$ cat config.mk
export PLATFORM = sky130hd
export DESIGN_NAME = mul54_seq
export DESIGN_NICKNAME = d
export VERILOG_FILES = /design/src/rtl/mul54_seq.sv
export SDC_FILE = /design/constraint.sdc
export NUM_CORES = 1
export LEC_CHECK = 0
export CAP_MARGIN = 10
export CORE_MARGIN = 2
export CORE_UTILIZATION = 45
export CTS_CLUSTER_SIZE = 28
export DETAILED_ROUTE_END_ITERATION = 10
export PLACE_DENSITY = 0.71
export RECOVER_POWER = 50
export SLEW_MARGIN = 30
export SYNTH_ARGS = -nofsm -noshare
export SYNTH_HDL_FRONTEND = slang
export SYNTH_SLANG_ARGS = --single-unit
$ cat constraint.sdc
create_clock -name clk -period 9 [get_ports clk]
set_clock_uncertainty 0.05 [all_clocks]
set_input_delay 0.9 -clock clk [delete_from_list [all_inputs] [get_ports clk]]
set_output_delay 0.9 -clock clk [all_outputs]
set_load 0.005 [all_outputs]
$ cat src/rtl/mul54_seq.sv
// Sequential 54x54 -> 108-bit unsigned multiplier controller. It issues four 27x27 partial
// products to a shared external multiplier and accumulates them.
module mul54_seq #(
  parameter int unsigned HALF = 27
) (
  input  logic              clk,
  input  logic              reset_n,
  input  logic              in_valid,
  output logic              in_ready,
  input  logic [2*HALF-1:0] in_a,
  input  logic [2*HALF-1:0] in_b,
  output logic              out_valid,
  input  logic              out_ready,
  output logic [4*HALF-1:0] out_p,
  output logic              busy,
  output logic [HALF-1:0]   mul_a,
  output logic [HALF-1:0]   mul_b,
  input  logic [2*HALF-1:0] mul_p
);

  localparam int unsigned OW = 2 * HALF;
  localparam int unsigned PW = 4 * HALF;

  typedef enum logic [1:0] {StIdle, StMul, StDone} state_e;

  state_e          state_q, state_d;
  logic [1:0]      k_q, k_d;
  logic [OW-1:0]   a_q, a_d, b_q, b_d;
  logic [PW-1:0]   acc_q, acc_d;
  logic [PW-1:0]   term;
  logic            load;

  always_comb begin
    state_d   = state_q;
    k_d       = k_q;
    a_d       = a_q;
    b_d       = b_q;
    acc_d     = acc_q;
    term      = '0;
    load      = 1'b0;
    in_ready  = 1'b0;
    out_valid = 1'b0;
    busy      = 1'b0;
    mul_a     = '0;
    mul_b     = '0;

    unique case (state_q)
      StIdle: begin
        in_ready = 1'b1;
        if (in_valid) begin
          load    = 1'b1;
          state_d = StMul;
        end
      end
      StMul: begin
        busy = 1'b1;
        // Cross terms share the same HALF shift; the high term lands at 2*HALF.
        unique case (k_q)
          2'd0: begin
            mul_a = a_q[HALF-1:0];
            mul_b = b_q[HALF-1:0];
            term  = PW'(mul_p);
          end
          2'd1: begin
            mul_a = a_q[HALF-1:0];
            mul_b = b_q[OW-1:HALF];
            term  = PW'(mul_p) << HALF;
          end
          2'd2: begin
            mul_a = a_q[OW-1:HALF];
            mul_b = b_q[HALF-1:0];
            term  = PW'(mul_p) << HALF;
          end
          2'd3: begin
            mul_a = a_q[OW-1:HALF];
            mul_b = b_q[OW-1:HALF];
            term  = PW'(mul_p) << OW;
          end
        endcase
        acc_d = acc_q + term;
        k_d   = k_q + 2'd1;
        if (k_q == 2'd3) state_d = StDone;
      end
      StDone: begin
        out_valid = 1'b1;
        if (out_ready) begin
          in_ready = 1'b1;
          if (in_valid) begin
            load    = 1'b1;
            state_d = StMul;
          end else begin
            state_d = StIdle;
          end
        end
      end
      default: state_d = StIdle;
    endcase

    if (load) begin
      a_d   = in_a;
      b_d   = in_b;
      acc_d = '0;
      k_d   = 2'd0;
    end
  end

  always_ff @(posedge clk or negedge reset_n) begin
    if (!reset_n) begin
      state_q <= StIdle;
      k_q     <= 2'd0;
      a_q     <= '0;
      b_q     <= '0;
      acc_q   <= '0;
    end else begin
      state_q <= state_d;
      k_q     <= k_d;
      a_q     <= a_d;
      b_q     <= b_d;
      acc_q   <= acc_d;
    end
  end

  assign out_p = acc_q;

endmodule

# ---- Yosys cells after proc, flatten, opt, wreduce, memory -nomap -nowiden
# Index checks and enable logic that the tools add are counted.
dict set report totals {
  reg_bits 220
  inputBits 166
  word_cells 46
}
dict set report op_classes {
  add_sub_neg 2
  eq_ne 8
  mux 22
  reduce_logical 9
}
# cell n
set ops {}
lappend ops {{$mux 108} 3}
lappend ops {{$pmux 108 s3} 1}
lappend ops {{$add 108x108->108} 1}
lappend ops {{$pmux 27 s2} 2}
lappend ops {{$mux 27} 2}
lappend ops {{$mux 2} 5}
lappend ops {{$reduce_or 2->1} 5}
lappend ops {{$eq 2x2->1 const B} 3}
lappend ops {{$mux 1} 6}
lappend ops {{$ne 2x2->1 const B} 3}
lappend ops {{$pmux 2 s3} 1}
lappend ops {{$eq 2x1->1 const B} 2}
lappend ops {{$logic_not 2->1} 2}
lappend ops {{$pmux 1 s2} 2}
lappend ops {{$reduce_and 3->1} 1}
lappend ops {{$add 2x1->2 const B} 1}
lappend ops {{$reduce_bool 2->1} 1}

# ---- Logic depth before layout (Yosys ltp)
dict set report logic_depth {
  ltp_word 7
  ltp_mapped 20
  depth_no_buf 17
}

# ---- Worst setup path before layout
# Ideal clock, no wire load.
dict set report synth_path {
  path_type {register to register}
  startpoint {reg k_q[0]}
  endpoint {reg acc_q[107], in the netlist out_p[107]}
  setup_time_ns 0.069
  arrival_ns 4.155
  t_required_ns 8.881
  slack_ns 4.726
  path_stages_with_launch 21
  cell_sequence {dfrtp_1 -> inv_1 -> ha_1 -> clkbuf_1 -> nor2b_1 -> clkbuf_1 -> clkbuf_1 -> a22o_1 -> ha_1 -> buf_2 -> nand4_2 -> or4_1 -> nor2_1 -> and3_1 -> inv_2 -> o211ai_4 -> a31oi_2 -> o41ai_2 -> xor2_1 -> or3_1 -> nand3_1}
}
dict set report synth_via {
  elab_chain_len 7
  word_cells_on_any_way 10
  cone_classes {add/sub (1); eq/ne (3); mux (4); reduce/logical (2)}
}
# item line
set synth_rtl {}
lappend synth_rtl {{start: declaration} 27} ;# logic [1:0] k_q, k_d;
lappend synth_rtl {{start signal: assignment} 116} ;# k_q <= k_d;
lappend synth_rtl {{$eq 2x2->1 / $eq 2x1->1 (equally long branches)} 58} ;# unique case (k_q)
lappend synth_rtl {{$reduce_or 2->1 (no line)} n/a}
lappend synth_rtl {{$pmux 108 s3 *} 58}
lappend synth_rtl {{$mux 108 *} 47} ;# unique case (state_q)
lappend synth_rtl {{$add 108x108->108 *} 80} ;# acc_d = acc_q + term;
lappend synth_rtl {{$mux 108 *} 47}
lappend synth_rtl {{$mux 108 *} 99} ;# if (load) begin
lappend synth_rtl {{end signal: assignment} 113} ;# acc_q <= '0;
lappend synth_rtl {{end signal: assignment} 119} ;# acc_q <= acc_d;
lappend synth_rtl {{end: declaration} 29} ;# logic [PW-1:0] acc_q, acc_d;
# Every way passes the cells marked *; elsewhere a longest branch is shown, timed or not. The select of a mux whose other input is x is not followed.
# A chain may end at the register's enable or synchronous reset.

==> reports/metrics.yaml <==
synth:
  synth-simple-area-share: 0.244
  synthDistinctLibCells: 68
  async_flop_share: 1.00
  yosys_warnings: 0
  synth_edf_count: 0
  synth_top_family_by_area: "compound AO/OA/AOI/OAI gates"
  netlist_instances: 2261
  synth_compound_area_frac: 0.246
  yosys.area.top_type_share: 0.324
  synth_seq_cells: 220
  synth.area.mux_share: 0.00294
  yosysTopAreaCell: "dfrtp_1"
  synth_ff_type: "dfrtp_1"
  synth.cell_area_mm2: 0.0170
  synth_area_leaders: "dfrtp_1, nand2_1, ha_1, a21oi_1, o21ai_0"
  synth_xor_area_frac: 0.0510
  syn_nets: 2548
  avgSynthCellArea_um2: 7.52
  synth-adder-area-share: 0.0895
  ys_seq_area_frac: 0.324
critical_path:
  cp_slowest_cell: "clkbuf_1"
  slowest_delay_ns: 3.37
  cp-end-kind: "asynchronous set/reset pin"
  crit_required_ns: 9.24
  start_kind: "input pin"
  path_cells: "clkbuf_1 > clkbuf_2"
  path_buf_inv: 2
  worstSetupPathType: "input pin to asynchronous set/reset pin"
  arrival_ns: 6.26
  crit_path_max_fanout: 82
  cp_top_family: "buffers and inverters"
global_routing:
  overflow: 0
  antenna_found_initial: 2
  first_global_vias: 17100
  grt_max_degree: 94
  gr-usage-all-layers: 0.340
  grt_pass1_wl_um: 102000
sta:
  tightest_slew_ns: 4.92
  fmax_mhz: 166
  hold_viol_final: 0
  period_share: 0.670
  period_minus_slack_ns: 6.03
  setup_viol: 0
  setup_slack_ns: 2.97
  maxSlewViolCount: 260
  rsz0062_at_grt: "false"
  relSlewSlack: -2.28
  fin_setup_tns_ns: 0
clocking:
  clock_latency_ns: 0.57
  h-tree-depth: 1
  clk_pin_slew_ns: 0.06
  cts_made_buffers: 28
  post-cts-setup-buffers: 0
  cts_buffer_depth: 3
  cts_resized: 0
  cts_root_buffer: "clkbuf_16"
  cts_tree: "yes"
  clkSinkCount: 220
  hold_buffers: 0
power_and_ir_drop:
  p_clk_frac: 0.137
  p_leak_nw: 9.93
  irDropWorstVdd_uv: 246
  seqPwrFrac: 0.211
  p_per_area_mw_per_mm2: 407
  p_int_mw: 4.47
  combPwrFrac: 0.651
  p_switching_mw: 4.29
  swShare: 0.490
status:
  violations: "capacitance limit, slew limit"
  status: "finished with violations"
placed_design:
  port_buffers: 330
  finalWeightedCongestion: 1.05
  dp_slack_ns: 3.38
  hpwl_um: 52000
detailed_routing:
  drc: 0
  drtIter0Drc: 1395
  wirelength_um: 67800
  ant_nets: 0
  dr.pass1.iters: 8
  vias: 17800
  via_per_inst: 5.89
  wire_per_inst_um: 22.4
flow_run:
  cap_violations: 4
min_path:
  hold_path.class: "flop to flop"
die:
  die-area_mm2: 0.0393
  die_h_um: 198
  num_rows: 71
  core-area_mm2: 0.0374
  io_pins: 331
  die_x_um: 198
  initial_core_util: 0.454
final_layout:
  area_growth_pct: 26.5
  n_fill_cell: 3522
  final_common_cell: "nand2_1"
  final_util: 0.575
  layout_common_cells: "nand2_1, clkdlybuf4s50_1, a21oi_1"
  fin_nets: 2775
  layout-drive-gt1-share: 0.0355
## cells in the mapped netlist (all sizes together) (2+ instances only)
library cell	instances
a21boi	11
o311a	2
a22o	58
o21ai	189
clkbuf	121
a21o	65
a2111oi	2
nand2b	13
xor2	43
a221oi	3
or3	10
a211oi	7
buf	24
nand3	49
nor2b	12
o211a	2
o21a	17
ha	120
mux2i	5
a41oi	2
o31ai	12
o211ai	9
and3	12
nand2	626
xnor2	56
or2	9
nor2	81
o41ai	3
o31a	4
a31o	3
and4	2
inv	42
a31oi	14
or4	2
nor3	24
dfrtp	220
o21bai	31
and2	63
nor4	7
o2111ai	3
a21oi	221
nand4	47
a41o	2
## power by group through the flow
| stage | clock network, mW | registers, mW | logic (mW) |
|---|---|---|---|
| after floorplan | 0 | 1.74 | 3.61 |
| after global placement | 0 | 1.85 | 5.58 |
| after detailed placement | 0 | 1.86 | 5.62 |
| after CTS | 1.23 | 1.85 | 5.67 |
| after global routing | 1.26 | 1.90 | 6.23 |
| final | 1.20 | 1.85 | 5.70 |
## final timing paths
kind                       slack, ns    endpoint  cells after the start        from
hold / removal                  0.42     a_q[53]                      2     a_q[53]
setup reg to reg                3.73  out_p[102]                     17      k_q[0]
setup / recovery                2.97    out_p[9]                      2     reset_n
hold reg to reg                 0.42     a_q[53]                      2     a_q[53]
max in group clk                3.69   mul_b[26]                      4  state_q[1]
min in group asynchronous       2.04   out_p[46]                      1     reset_n
## kinds of logic after synthesis
kind of cell    Yosys count
mux                       5
fa+ha+maj               121
simple gates            958
compound gates          671
flops                   220
xor+xnor                 99
buf+inv                 187
## flip-flops by register name (all words and copies together), names as in the netlist
signal,cells
k_q,2
state_q,2
a_q,54
b_q,54
out_p,108
## area by class of cell
cell class	instances	area [µm²]	area share
Sequential cell	220	5510	0.256
Inverter	42	158	0.00733
Clock buffer	36	791	0.0368
Tap cell	511	639	0.0297
Timing Repair Buffer	342	3400	0.158
Clock inverter	13	191	0.00890
Multi-Input combinational cell	1854	10800	0.503
Antenna cell	2	5.00	0.000233
## worst reg2reg max path, cell delays in order (launching register included)
cell	delay [ns]
dfrtp_1	0.42
inv_1	0.14
ha_4	0.56
and2_1	0.24
ha_1	0.17
inv_1	0.05
fa_1	0.39
nor2b_1	0.23
o2111a_1	0.25
o2111ai_1	0.17
a2111oi_0	0.72
o21ai_0	0.33
nand2_1	0.25
a21oi_1	0.19
o21ai_0	0.38
o21ai_0	0.22
xor2_1	0.19
o21ai_0	0.09
## routing by layer
metal  up-vias  GRT usage  wire length [µm]
li1       8321          -                 -
met1      8427      0.464             28800
met2       899      0.517             29200
met3       133     0.0756              6650
met4         2      0.147              3080
met5         -          0                13
## per-stage QoR
step / instance area (µm²) / instances / hold slack [ns] / power, mW
after floorplan: 17000 / 2261 / 0.396 / 5.34
after global placement: 20500 / 2968 / 0.407 / 7.43
after detailed placement: 20500 / 2969 / 0.412 / 7.48
after CTS: 21500 / 3018 / 0.299 / 8.74
after global routing: 21500 / 3018 / 0.445 / 9.40
final: 21500 / 3020 / 0.425 / 8.75
Note: power is estimated with default switching activity, not from simulation.
